--- src/rtl/ppu_line_buf.sv ---
// ppu_line_buf
// Ping-pong line buffer for the VGA pixel path. One bank fills from the
// pixel source while the other drains to scan-out. Each line is emitted with
// per-line mirroring, inversion and horizontal pixel doubling.
//
// Ports:
//   clk     - single clock, all state changes on the rising edge
//   rst     - asynchronous active-low reset
//   sync    - synchronous flush pulse (frame/line resync), overrides all
//   mode    - [0] mirror, [1] invert, [2] pixel-double; sampled at line start
//   data_i  - input pixel
//   stb_i   - input pixel valid
//   ack_i   - input ready (registered decode only, no path from stb_i)
//   data_o  - output pixel (registered)
//   stb_o   - output pixel valid (registered)
//   ack_o   - downstream ready
module ppu_line_buf #(
    parameter int DATA_W   = 8,
    parameter int LINE_LEN = 32,
    parameter int IDX_W    = 5
) (
    input  logic              clk,
    input  logic              rst,
    input  logic              sync,
    input  logic [2:0]        mode,
    input  logic [DATA_W-1:0] data_i,
    input  logic              stb_i,
    output logic              ack_i,
    output logic [DATA_W-1:0] data_o,
    output logic              stb_o,
    input  logic              ack_o
);

    typedef enum logic {
        IDLE,
        SEND
    } state_t;

    localparam logic [IDX_W-1:0] LAST_WR = IDX_W'(LINE_LEN - 1);
    localparam logic [IDX_W:0]   LAST_1X = (IDX_W + 1)'(LINE_LEN - 1);
    localparam logic [IDX_W:0]   LAST_2X = (IDX_W + 1)'(2 * LINE_LEN - 1);

    logic [DATA_W-1:0] mem [2][LINE_LEN];

    logic [1:0]        full;
    logic [1:0]        full_set;
    logic [1:0]        full_clr;
    logic              wr_bank;
    logic [IDX_W-1:0]  wr_idx;
    logic              wr_fire;

    state_t            state;
    state_t            state_nx;
    logic              rd_bank;
    logic              bank_nx;
    logic [IDX_W:0]    rd_cnt;
    logic [IDX_W:0]    cnt_nx;
    logic [IDX_W:0]    rd_last;
    logic [2:0]        lm;
    logic [2:0]        lm_nx;
    logic              stb_nx;
    logic              load;
    logic              free;

    logic [IDX_W-1:0]  pix_idx;
    logic [IDX_W-1:0]  addr;
    logic [DATA_W-1:0] pix;
    logic [DATA_W-1:0] data_nx;

    // The source may push whenever the bank it points at is empty; holding
    // ack_i low during reset keeps the source from pushing into a dead block.
    assign ack_i   = rst & ~full[wr_bank];
    assign wr_fire = stb_i & ack_i & ~sync;

    // Writer completes a line by raising its bank's full flag; the reader
    // frees its bank at the end of a line. The two never touch the same bank
    // on one edge because the writer only targets an empty bank.
    assign full_set = (wr_fire && (wr_idx == LAST_WR)) ? (2'b01 << wr_bank) : 2'b00;
    assign full_clr = free ? (2'b01 << rd_bank) : 2'b00;

    // Pixel storage; contents are deliberately left out of reset.
    always_ff @(posedge clk) begin
        if (wr_fire) begin
            mem[wr_bank][wr_idx] <= data_i;
        end
    end

    // Write-side bookkeeping: index within the line, current bank and the
    // per-bank full flags shared with the reader.
    always_ff @(posedge clk or negedge rst) begin
        if (!rst) begin
            full    <= 2'b00;
            wr_idx  <= '0;
            wr_bank <= 1'b0;
        end else if (sync) begin
            full    <= 2'b00;
            wr_idx  <= '0;
            wr_bank <= 1'b0;
        end else begin
            full <= (full | full_set) & ~full_clr;
            if (wr_fire) begin
                if (wr_idx == LAST_WR) begin
                    wr_idx  <= '0;
                    wr_bank <= ~wr_bank;
                end else begin
                    wr_idx <= wr_idx + 1'b1;
                end
            end
        end
    end

    assign rd_last = lm[2] ? LAST_2X : LAST_1X;

    // Read FSM next-state. Every path that presents a new pixel raises
    // 'load' and describes the pixel through cnt_nx/lm_nx/bank_nx, so the
    // fetch below always looks at the values that will be in force after
    // this edge. That is what lets a new line start with no bubble.
    always_comb begin
        state_nx = state;
        bank_nx  = rd_bank;
        cnt_nx   = rd_cnt;
        lm_nx    = lm;
        stb_nx   = stb_o;
        load     = 1'b0;
        free     = 1'b0;
        unique case (state)
            IDLE: begin
                if (full[rd_bank]) begin
                    state_nx = SEND;
                    lm_nx    = mode;
                    cnt_nx   = '0;
                    stb_nx   = 1'b1;
                    load     = 1'b1;
                end
            end
            SEND: begin
                if (ack_o) begin
                    if (rd_cnt != rd_last) begin
                        cnt_nx = rd_cnt + 1'b1;
                        load   = 1'b1;
                    end else begin
                        free    = 1'b1;
                        bank_nx = ~rd_bank;
                        if (full[~rd_bank]) begin
                            lm_nx  = mode;
                            cnt_nx = '0;
                            load   = 1'b1;
                        end else begin
                            state_nx = IDLE;
                            stb_nx   = 1'b0;
                        end
                    end
                end
            end
            default: begin
                state_nx = IDLE;
                stb_nx   = 1'b0;
            end
        endcase
        if (sync) begin
            state_nx = IDLE;
            bank_nx  = 1'b0;
            stb_nx   = 1'b0;
            load     = 1'b0;
            free     = 1'b0;
        end
    end

    // Pixel fetch: doubling halves the beat count, mirroring reverses the
    // address, inversion flips the data.
    always_comb begin
        pix_idx = lm_nx[2] ? cnt_nx[IDX_W:1] : cnt_nx[IDX_W-1:0];
        addr    = lm_nx[0] ? (LAST_WR - pix_idx) : pix_idx;
        pix     = mem[bank_nx][addr];
        data_nx = lm_nx[1] ? ~pix : pix;
    end

    // Read-side registers. data_o only changes when a new pixel is
    // presented, so it is stable while stalled and holds across sync.
    always_ff @(posedge clk or negedge rst) begin
        if (!rst) begin
            state   <= IDLE;
            rd_bank <= 1'b0;
            rd_cnt  <= '0;
            lm      <= 3'b000;
            stb_o   <= 1'b0;
            data_o  <= '0;
        end else begin
            state   <= state_nx;
            rd_bank <= bank_nx;
            rd_cnt  <= cnt_nx;
            lm      <= lm_nx;
            stb_o   <= stb_nx;
            if (load) begin
                data_o <= data_nx;
            end
        end
    end

endmodule
--- config.mk ---
export PLATFORM = sky130hd
export DESIGN_NAME = ppu_line_buf
export DESIGN_NICKNAME = d
export VERILOG_FILES = /design/src/rtl/ppu_line_buf.sv
export SDC_FILE = /design/constraint.sdc
export NUM_CORES = 1
export LEC_CHECK = 0
export BUFFER_PORTS_ARGS = -buffer_cell sky130_fd_sc_hd__buf_2
export CAP_MARGIN = 10
export CELL_PAD_IN_SITES_DETAIL_PLACEMENT = 0
export CELL_PAD_IN_SITES_GLOBAL_PLACEMENT = 2
export CORE_MARGIN = 1
export CORE_UTILIZATION = 48
export DETAILED_ROUTE_END_ITERATION = 10
export PLACE_DENSITY = 0.84
export SLEW_MARGIN = 40
export SYNTH_ARGS = -nofsm -noshare
export SYNTH_HDL_FRONTEND = slang
export SYNTH_SLANG_ARGS = --single-unit
--- constraint.sdc ---
create_clock -name clk -period 5 [get_ports clk]
set_clock_uncertainty 0.1 [all_clocks]
set_input_delay 0.5 -clock clk [delete_from_list [all_inputs] [get_ports clk]]
set_output_delay 0.5 -clock clk [all_outputs]
set_load 0.05 [all_outputs]
==> results of run 1 <==
[final cells by class]
cell class,instances,area [sq um]
clock inverters,35,362
fillers,3497,20100
multi-input cells,720,5880
repair buffers,113,903
clock buffers,67,1430
flip-flops and latches,540,16100
well taps,600,751
inverters,15,58.8
[worst max-delay path by stage]
stage,slack (ns),to,depth (start not counted),from
floorplan,0.94,data_o[1]$_DFFE_PN0P_,16,ack_o
global placement,0.25,data_o[6]$_DFFE_PN0P_,14,ack_o
detailed placement,0.37,data_o[4]$_DFFE_PN0P_,14,ack_o
CTS,0.41,data_o[4]$_DFFE_PN0P_,14,rd_cnt[0]$_DFF_PN0_
global route,0.14,data_o[4]$_DFFE_PN0P_,14,rd_cnt[0]$_DFF_PN0_
finish,0.35,data_o[1]$_DFFE_PN0P_,16,rd_cnt[0]$_DFF_PN0_
[cells in the final DEF (no fill, tap or decap), types with 13 or more instances in the layout]
| master | netlist | routed |
|---|---|---|
| edfxtp_1 | 512 | 512 |
| nand2_1 | 96 | 96 |
| buf_4 | 3 | 79 |
| mux2i_1 | 78 | 78 |
| nor2_1 | 94 | 70 |
| mux4_2 | 61 | 61 |
| clkbuf_16 | 0 | 55 |
| o22ai_1 | 35 | 35 |
| dfrtp_1 | 28 | 28 |
| a21oi_1 | 27 | 27 |
| nand3_1 | 27 | 27 |
| o221ai_1 | 27 | 27 |
| nor2_2 | 1 | 24 |
| buf_2 | 19 | 24 |
| a31oi_1 | 22 | 22 |
| o21ai_0 | 19 | 19 |
| a211oi_1 | 17 | 17 |
| a221oi_1 | 16 | 16 |
| a221o_1 | 15 | 15 |
| clkinv_1 | 0 | 15 |
| nor3_1 | 15 | 14 |
| and3_1 | 13 | 13 |
| inv_1 | 13 | 13 |
[routing by layer]
metal | global-route usage (%) | vias up
li1 | - | 5681
met1 | 38.6 | 6879
met2 | 40.4 | 773
met3 | 4.71 | 102
met4 | 8.12 | 2
met5 | 0 | -
[flip-flops by register name, summed over array words and instances (netlist names)]
name	count
wr_idx	5
data_o	8
lm	3
full	2
mem	512
rd_cnt	6
state	1
stb_o	1
rd_bank	1
wr_bank	1
[power groups by stage]
stage	sequential, mW	clock (mW)	combinational, mW
final	4.98	4.09	0.845
after global routing	4.98	4.30	0.886
after CTS	4.98	4.13	0.836
after detailed placement	5.07	0	0.832
after global placement	5.07	0	0.824
after floorplan	5.08	0	0.453
[per-stage QoR]
stage	cells	worst slack (ns)	util, %
finish	2090	0.346	55.9
CTS	2090	0.411	55.8
detailed placement	1987	0.373	51.8
floorplan	1349	0.938	-
global placement	1987	0.249	51.7
global route	2090	0.144	55.9
[cells by family (layout without fill, tap and decap cells)]
family | after synthesis | after routing
AND/OR/NAND/NOR | 290 | 290
multiplexers | 149 | 149
buffers and inverters | 89 | 230
adder cells (fa/ha/maj) | 6 | 6
XOR/XNOR | 12 | 12
flip-flops | 540 | 540
AO/OA/AOI/OAI | 263 | 263
==> results.json, run 1 <==
{
  "status": "finished clean",
  "powerDensity_nw_per_um2": 389,
  "post-synth-top-count-cell": "edfxtp_1",
  "grt_overflow_total": 0,
  "ir_drop_uv": 281,
  "viasPerCell": 6.43,
  "start_util_pct": 48.9,
  "critical_path_peak_fanout": 13,
  "critPathTopFamily": "compound AO/OA/AOI/OAI gates",
  "grt_first_pass_wirelength_um": 89500,
  "yosysUniqueCellTypes": 80,
  "synth_top_family_by_area": "multiplexers",
  "fp.dieW_um": 217,
  "totalWireLength_um": 61300,
  "vias": 13400,
  "worstPathCellList": "ha_1 -> nand4_4 -> or4_4 -> nand3_1 -> a21oi_1 -> o21ai_1 -> buf_4 -> nand3_1 -> buf_4 -> a211oi_1 -> nor4_1 -> a41o_1 -> a311oi_1 -> buf_4 -> o221a_2 -> nand2_1",
  "crit_buf_inv": 3,
  "synthMuxAreaShare_pct": 10.2,
  "syn_area_per_cell_sq_um": 16.5,
  "maxSlewHeadroom_pct": 39.4,
  "clock-root-buffer": "clkbuf_16",
  "synth_xor_area_share_pct": 0.472,
  "p_sw_mw": 2.26,
  "clk_latency_ns": 0.60,
  "drc": 0,
  "synth-seq-cells": 540,
  "wire_per_inst_um": 29.4,
  "grtUsageTotal_pct": 26.4,
  "r2r-end": "data_o[1]$_DFFE_PN0P_",
  "rsz0062_at_grt": "false",
  "min_to": "wr_idx[4]$_DFFE_PN0P_",
  "fmax_mhz": 215,
  "place_congestion": 0.947,
  "slowest_stage": "or4_4",
  "numCtsBuffers": 54,
  "top_layer": "met5",
  "dp_hpwl_um": 39300,
  "die_y_um": 217,
  "crit_path_frequent_cell": "buf_4",
  "synth_top_area_share_pct": 69.0,
  "switching_share_pct": 22.8,
  "synthSimpleGateAreaFrac_pct": 6.11,
  "seqPwrFrac_pct": 50.2,
  "hold_depth": 2,
  "synth_compound_area_share_pct": 8.79,
  "fin_area_sq_um": 25500,
  "internal_power_mw": 7.66,
  "slew_viol_final": 0,
  "drv_cap": 0,
  "finalCritPeriodShare_pct": 93.1,
  "setup_viol": 0,
  "worst_path_largest_cell_delay_ns": 0.60,
  "yosys.area.top_type": "edfxtp_1",
  "synth_warnings": 0,
  "fin_crit_ns": 4.65,
  "p_leak_nw": 8.32,
  "cp-start-kind": "flip-flop",
  "hold_violations": 0,
  "wl_met2_um": 28500,
  "syn-instance-count": 1349,
  "first_pass_iters": 7,
  "cts_resized": 0,
  "cts_tree": "done",
  "synth_edf_count": 512,
  "cts_hold_buffers": 1,
  "dr_wl_met3_um": 5740,
  "crit_type": "reg2reg",
  "timing.hold.ws_ns": 0.161,
  "ant_nets": 0,
  "antenna_found_initial": 1,
  "synth_ff_type": "edfxtp_1",
  "antenna_cells": 0,
  "synth-adder-area-share_pct": 0.337,
  "path_clk_slew_ns": 0.06,
  "min_from": "sync",
  "rows": 78,
  "dieArea_sq_um": 47300,
  "synth_area_sq_um": 22300,
  "crit_required_ns": 5.39,
  "clkSinkCount": 540,
  "grt_start_max_net_pins": 65,
  "r2r_slack_ns": 0.35,
  "grt_pass1_vias": 13000,
  "p_total_mw": 9.91,
  "yosys-top-cells-area": "edfxtp_1 (69%), mux4_2 (6.2%), mux2i_1 (3.5%)",
  "place_area_sq_um": 23600,
  "crit_arrival_ns": 5.04,
  "hold_class": "in2reg",
  "endpoint_kind": "flip-flop",
  "area.growth.synth_to_final_pct": 14.3,
  "ios": 26,
  "tns_ns": 0,
  "synth_nets": 1371,
  "yosysSeqAreaShare_pct": 72.2,
  "drt_iter0_markers": 1828,
  "worstReg2RegStart": "rd_cnt[0]$_DFF_PN0_",
  "fin_nets": 1466,
  "fp.coreArea_sq_um": 45600,
  "worst_slew_pin_slew_ns": 0.906,
  "numPortBuffers": 25,
  "drive_above_1_share_pct": 20.7,
  "power_frac_comb_pct": 8.5,
  "clockPowerShare_pct": 41.2,
  "clockBufferDepth": 3,
  "ff2ff_path_depth": 16,
  "htree_levels": 2,
  "wl_met1_um": 25500,
  "synth_common_cells": "edfxtp_1 (512), nand2_1 (96), nor2_1 (94)",
  "postCtsSetupBuffers": 0,
  "async_flop_share_pct": 5.19
}
Power figures use the tool's default switching activity.
==> run 2: changes to the inputs <==
--- a/config.mk
+++ b/config.mk
@@ -10,9 +10,9 @@
 export CELL_PAD_IN_SITES_DETAIL_PLACEMENT = 0
 export CELL_PAD_IN_SITES_GLOBAL_PLACEMENT = 2
 export CORE_MARGIN = 1
-export CORE_UTILIZATION = 48
+export CORE_UTILIZATION = 52
 export DETAILED_ROUTE_END_ITERATION = 10
-export PLACE_DENSITY = 0.84
+export PLACE_DENSITY = 0.9
 export SLEW_MARGIN = 40
 export SYNTH_ARGS = -nofsm -noshare
 export SYNTH_HDL_FRONTEND = slang
==> constraint.sdc (replaced) <==
create_clock -name clk -period 5.4 [get_ports clk]
set_clock_uncertainty 0.1 [all_clocks]
set_input_delay 0.54 -clock clk [delete_from_list [all_inputs] [get_ports clk]]
set_output_delay 0.54 -clock clk [all_outputs]
set_load 0.05 [all_outputs]
==> run 2 against run 1 <==
Net effect:
- clock power down 7.8%
- final area down 0.93%
- clock-buffer cell count up 9
- combinational power down 8.4%
==> results.json, run 2 (synthesis gave the netlist of run 1 again) <==
{
  "grt_first_pass_wirelength_um": 89600,
  "gr-usage-met3_pct": 6.81,
  "hold_violations": 0,
  "mostFrequentLayoutCells": "edfxtp_1 (512), nand2_1 (95), mux2i_1 (77)",
  "crit_type": "reg2reg",
  "start_util_pct": 52.9,
  "maxSlewHeadroom_pct": 36.3,
  "worst_slew_pin_slew_ns": 0.953,
  "critical_path_peak_fanout": 20,
  "drt_iter0_markers": 1974,
  "clk_latency_ns": 0.60,
  "status": "finished clean",
  "fin_nets": 1447,
  "reg_top3": "mem (512), data_o (8), rd_cnt (6)",
  "rows": 75,
  "drv_cap": 0,
  "clockBufferDepth": 3,
  "cts_tree": "done",
  "final_common_cell": "edfxtp_1",
  "power_frac_comb_pct": 8.5,
  "gr-usage-met2_pct": 43.1,
  "first_pass_iters": 6,
  "ant_nets": 0,
  "fin_ws_ns": 0.529,
  "worstPathCellList": "mux2i_1 -> or4_4 -> nand3_1 -> a21oi_1 -> nor3_2 -> nor2_4 -> buf_12 -> buf_4 -> mux4_2 -> a221o_1 -> a221oi_1 -> a21oi_1 -> mux2i_1 -> nand3_1",
  "grtUsageTotal_pct": 28.7,
  "largest-register": "mem",
  "wire_per_inst_um": 30.6,
  "numCtsBuffers": 52,
  "vias": 13300,
  "fp.dieW_um": 209,
  "busiest_layer": "met2",
  "fmax_mhz": 205,
  "setup_viol": 0,
  "postCtsSetupBuffers": 0,
  "grt_overflow_total": 0,
  "fp.coreArea_sq_um": 42100,
  "area.growth.synth_to_final_pct": 13.2,
  "slowest_stage": "mux2i_1",
  "htree_levels": 2,
  "seqPwrFrac_pct": 50.4,
  "grt_start_max_net_pins": 65,
  "gr-usage-met1_pct": 40.4,
  "tns_ns": 0,
  "drive_above_1_share_pct": 21.6,
  "dp_hpwl_um": 39100,
  "ios": 26,
  "largest_register_ffs": 512,
  "totalWireLength_um": 61200,
  "p_sw_mw": 2.04,
  "cts_hold_buffers": 1,
  "crit_buf_inv": 2,
  "cts_resized": 0,
  "powerDensity_nw_per_um2": 363,
  "critPathTopFamily": "compound AO/OA/AOI/OAI gates",
  "antenna_cells": 0,
  "dpl_worst_slack_ns": 0.406,
  "internal_power_mw": 7.11,
  "numPortBuffers": 25,
  "switching_share_pct": 22.3,
  "grt_pass1_vias": 13100,
  "antenna_found_initial": 1,
  "crit_arrival_ns": 5.23,
  "clkSinkCount": 540,
  "fin_crit_ns": 4.87,
  "viasPerCell": 6.63,
  "cp-start-kind": "flip-flop",
  "dieArea_sq_um": 43700,
  "die_y_um": 209,
  "place_congestion": 0.956,
  "hold_class": "in2reg",
  "slew_viol_final": 0,
  "clock-root-buffer": "clkbuf_16",
  "rsz0062_at_grt": "false",
  "finalCritPeriodShare_pct": 90.2,
  "drc": 0,
  "path_clk_slew_ns": 0.06,
  "clockPowerShare_pct": 41.2,
  "p_leak_nw": 8.20,
  "crit_required_ns": 5.76,
  "endpoint_kind": "flip-flop",
  "ir_drop_uv": 362,
  "worst_path_largest_cell_delay_ns": 0.61
}
[run 2: power groups by stage]
stage	Clock (mW)	Sequential (mW)	Combinational, mW
2_1_floorplan	0	4.71	0.420
3_3_place_gp	0	4.70	0.744
3_5_place_dp	0	4.70	0.755
4_1_cts	3.80	4.61	0.758
5_1_grt	3.95	4.61	0.810
6_report	3.77	4.61	0.774
[run 2: stage by stage]
stage | power, mW | cell area (sq um) | utilization, % | cells | hold WS, ns
2_1_floorplan | 5.13 | 22300 | - | 1349 | 0.144
4_1_cts | 9.16 | 25100 | 59.6 | 2003 | 0.166
5_1_grt | 9.37 | 25200 | 59.9 | 2004 | 0.200
6_report | 9.15 | 25200 | 59.9 | 2004 | 0.186
3_5_place_dp | 5.45 | 23400 | 55.4 | 1908 | 0.462
3_3_place_gp | 5.44 | 23300 | 55.3 | 1908 | 0.462
[run 2: worst paths after layout]
path / from / to / slack, ns / cells past startpoint
setup / recovery: rd_bank$_DFF_PN0_ / data_o[3]$_DFFE_PN0P_ / 0.53 / 14
hold / removal: sync / wr_bank$_DFFE_PN0P_ / 0.19 / 2
setup reg to reg: rd_bank$_DFF_PN0_ / data_o[3]$_DFFE_PN0P_ / 0.53 / 14
hold reg to reg: stb_o$_DFFE_PN0P_ / stb_o$_DFFE_PN0P_ / 0.47 / 2
max in group asynchronous: rst / data_o[5]$_DFFE_PN0P_ / 4.47 / 3
min in group asynchronous: rst / wr_bank$_DFFE_PN0P_ / 0.40 / 3
[run 2: cell type report]
class | instances | area [sq um]
clock inverter | 18 | 287
multi-input combinational | 720 | 5930
tap | 539 | 674
fill | 3114 | 16900
clock buffer | 76 | 1460
sequential | 540 | 16100
timing repair buffer | 96 | 736
inverter | 15 | 58.8
[run 2: worst reg2reg max path, cell delays in order (launching register included)]
cell	delay, ns
dfrtp_1	0.51
mux2i_1	0.61
or4_4	0.27
nand3_1	0.17
a21oi_1	0.49
nor3_2	0.14
nor2_4	0.36
buf_12	0.25
buf_4	0.30
mux4_2	0.35
a221o_1	0.32
a221oi_1	0.36
a21oi_1	0.16
mux2i_1	0.24
nand3_1	0.11
[run 2: metal layers]
metal	share of wire [%]	wire (um)	vias up
met3	11	6640	137
met4	3.8	2360	0
met5	0	0	-
li1	-	-	5627
met1	40	24300	6752
met2	46	28000	776
==> run 3: changes to the inputs <==
==> config.mk (replaced) <==
export PLATFORM = sky130hd
export DESIGN_NAME = ppu_line_buf
export DESIGN_NICKNAME = d
export VERILOG_FILES = /design/src/rtl/ppu_line_buf.sv
export SDC_FILE = /design/constraint.sdc
export NUM_CORES = 1
export LEC_CHECK = 0
export BUFFER_PORTS_ARGS = -buffer_cell sky130_fd_sc_hd__buf_4
export CAP_MARGIN = 10
export CELL_PAD_IN_SITES_DETAIL_PLACEMENT = 0
export CELL_PAD_IN_SITES_GLOBAL_PLACEMENT = 2
export CORE_MARGIN = 1
export CORE_UTILIZATION = 40
export DETAILED_ROUTE_END_ITERATION = 10
export PLACE_DENSITY = 0.73
export SLEW_MARGIN = 40
export SYNTH_ARGS = -nofsm -noshare
export SYNTH_HDL_FRONTEND = slang
export SYNTH_SLANG_ARGS = --single-unit
==> run 3 against run 2 <==
Net effect:
- sequential power hardly changed
- die area up 30%
- power grew 3.5%
- critical path depth rose by 1
- critical path type unchanged
- critical endpoint is now data_o[7]$_DFFE_PN0P_
- highest routed layer is now met5
==> results.json, run 3 (synthesis gave the netlist of run 1 again) <==
{
  "status": "finished clean",
  "fin_nets": 1466,
  "fin_crit_ns": 5.15,
  "drive_above_1_share_pct": 22.8,
  "clockBufferDepth": 3,
  "mostFrequentLayoutCells": "edfxtp_1 (512), buf_4 (101), nand2_1 (93)",
  "slowest_stage": "or4_4",
  "setup_viol": 0,
  "grt_pass1_vias": 13000,
  "clkSinkCount": 540,
  "dpl_worst_slack_ns": 0.200,
  "ir_drop_uv": 250,
  "timing.hold.ws_ns": 0.113,
  "utilization_pct": 47.0,
  "viasPerCell": 5.95,
  "fp.coreArea_sq_um": 55100,
  "dp_hpwl_um": 41900,
  "path_clk_slew_ns": 0.07,
  "numPortBuffers": 25,
  "drc": 0,
  "ant_nets": 0,
  "powerDensity_nw_per_um2": 366,
  "reg_top3": "mem (512), data_o (8), rd_cnt (6)",
  "totalWireLength_um": 66100,
  "start_util_pct": 40.4,
  "slew_viol_final": 0,
  "maxSlewHeadroom_pct": 35.5,
  "crit_arrival_ns": 5.55,
  "crit_path_frequent_cell": "buf_4",
  "place_area_sq_um": 23800,
  "placedCellCount": 2122,
  "fmax_mhz": 194,
  "clk_latency_ns": 0.61,
  "grt_first_pass_wirelength_um": 94100,
  "clock-root-buffer": "clkbuf_16",
  "fin_cells": 2237,
  "worst_path_largest_cell_delay_ns": 0.62,
  "crit_type": "reg2reg",
  "worst_slew_pin_slew_ns": 0.965,
  "htree_levels": 2,
  "grt_overflow_total": 0,
  "critical_path_peak_fanout": 19,
  "critPathTopFamily": "simple AND/OR/NAND/NOR gates",
  "rows": 86,
  "dieArea_sq_um": 56600,
  "largest_register_ffs": 512,
  "fp.dieW_um": 238,
  "numCtsBuffers": 56,
  "drv_cap": 0,
  "crit_buf_inv": 3,
  "fin_area_sq_um": 25900,
  "die_y_um": 238,
  "vias": 13300,
  "grt_start_max_net_pins": 65,
  "finalCritPeriodShare_pct": 95.3,
  "endpoint_kind": "flip-flop",
  "p_leak_nw": 8.41,
  "hold_class": "in2reg",
  "worstPathCellList": "ha_1 -> nand4_4 -> or4_4 -> a311oi_4 -> buf_4 -> nor3_2 -> nor2_4 -> buf_4 -> buf_4 -> mux4_2 -> a221oi_1 -> nand4_1 -> a32oi_1 -> xnor2_1 -> o21ai_1",
  "grtUsageTotal_pct": 23.6,
  "hold_violations": 0,
  "first_pass_iters": 5,
  "rsz0062_at_grt": "false",
  "fin_ws_ns": 0.252,
  "crit_required_ns": 5.81,
  "ios": 26,
  "p_total_mw": 9.47,
  "tns_ns": 0,
  "antenna_cells": 0,
  "wire_per_inst_um": 29.6,
  "place_congestion": 0.922,
  "antenna_found_initial": 3,
  "final_common_cell": "edfxtp_1",
  "area.growth.synth_to_final_pct": 16.2,
  "cts_tree": "done",
  "drt_iter0_markers": 1547,
  "largest-register": "mem",
  "cp-start-kind": "flip-flop"
}
## run 3: changes by cell type in the layout (fill, tap and decap cells not counted), sizes merged
cell,change
buf,+15
bufinv,+2
clkbuf,-14
clkinv,+18
clkinvlp,+1
inv,+2
## run 3: metal layers
layer  global-route usage [%]  wire length, um  vias to the layer above
li1                         -                -                     5682
met1                     31.9            27500                     6940
met2                     37.0            30700                      568
met3                     5.99             5700                      116
met4                     8.24             2180                        4
met5                        0               24                        -
## run 3: timing repair
action	in CTS	in global routing
hold buffers	1	0
endpoints found under the setup margin	0	3
buffers inserted	0	10
hold endpoints to repair	28	0
gates resized for setup	0	2
## run 3: worst paths after layout
path	start	end	slack, ns	cells after the start
max reg2reg	rd_cnt[0]$_DFF_PN0_	data_o[7]$_DFFE_PN0P_	0.25	15
min in group asynchronous	rst	wr_idx[1]$_DFFE_PN0P_	0.30	2
max	rd_cnt[0]$_DFF_PN0_	data_o[7]$_DFFE_PN0P_	0.25	15
max in group asynchronous	rst	data_o[3]$_DFFE_PN0P_	4.58	2
min	sync	wr_idx[2]$_DFFE_PN0P_	0.11	2
min reg2reg	data_o[7]$_DFFE_PN0P_	data_o[7]$_DFFE_PN0P_	0.46	2
## run 3: layout make-up
cell class,count,area [sq um]
Fill cell,4750,29200
Sequential cell,540,16100
Multi-Input combinational cell,720,5970
Clock buffer,62,1450
Tap cell,748,936
Timing Repair Buffer,111,933
Clock inverter,41,469
Inverter,15,58.8
## run 3: worst reg2reg max path, cell delays in order (launching register included)
cell,delay [ns]
dfrtp_1,0.38
ha_1,0.27
nand4_4,0.17
or4_4,0.62
a311oi_4,0.43
buf_4,0.36
nor3_2,0.19
nor2_4,0.29
buf_4,0.37
buf_4,0.29
mux4_2,0.36
a221oi_1,0.30
nand4_1,0.35
a32oi_1,0.33
xnor2_1,0.15
o21ai_1,0.07
## run 3: power breakdown
part / switching [mW] / internal (mW) / total (mW) / leakage [nW]
registers: 0.0156 / 4.59 / 4.61 / 4.98
logic: 0.534 / 0.290 / 0.823 / 2.50
clock network: 1.63 / 2.40 / 4.04 / 0.934
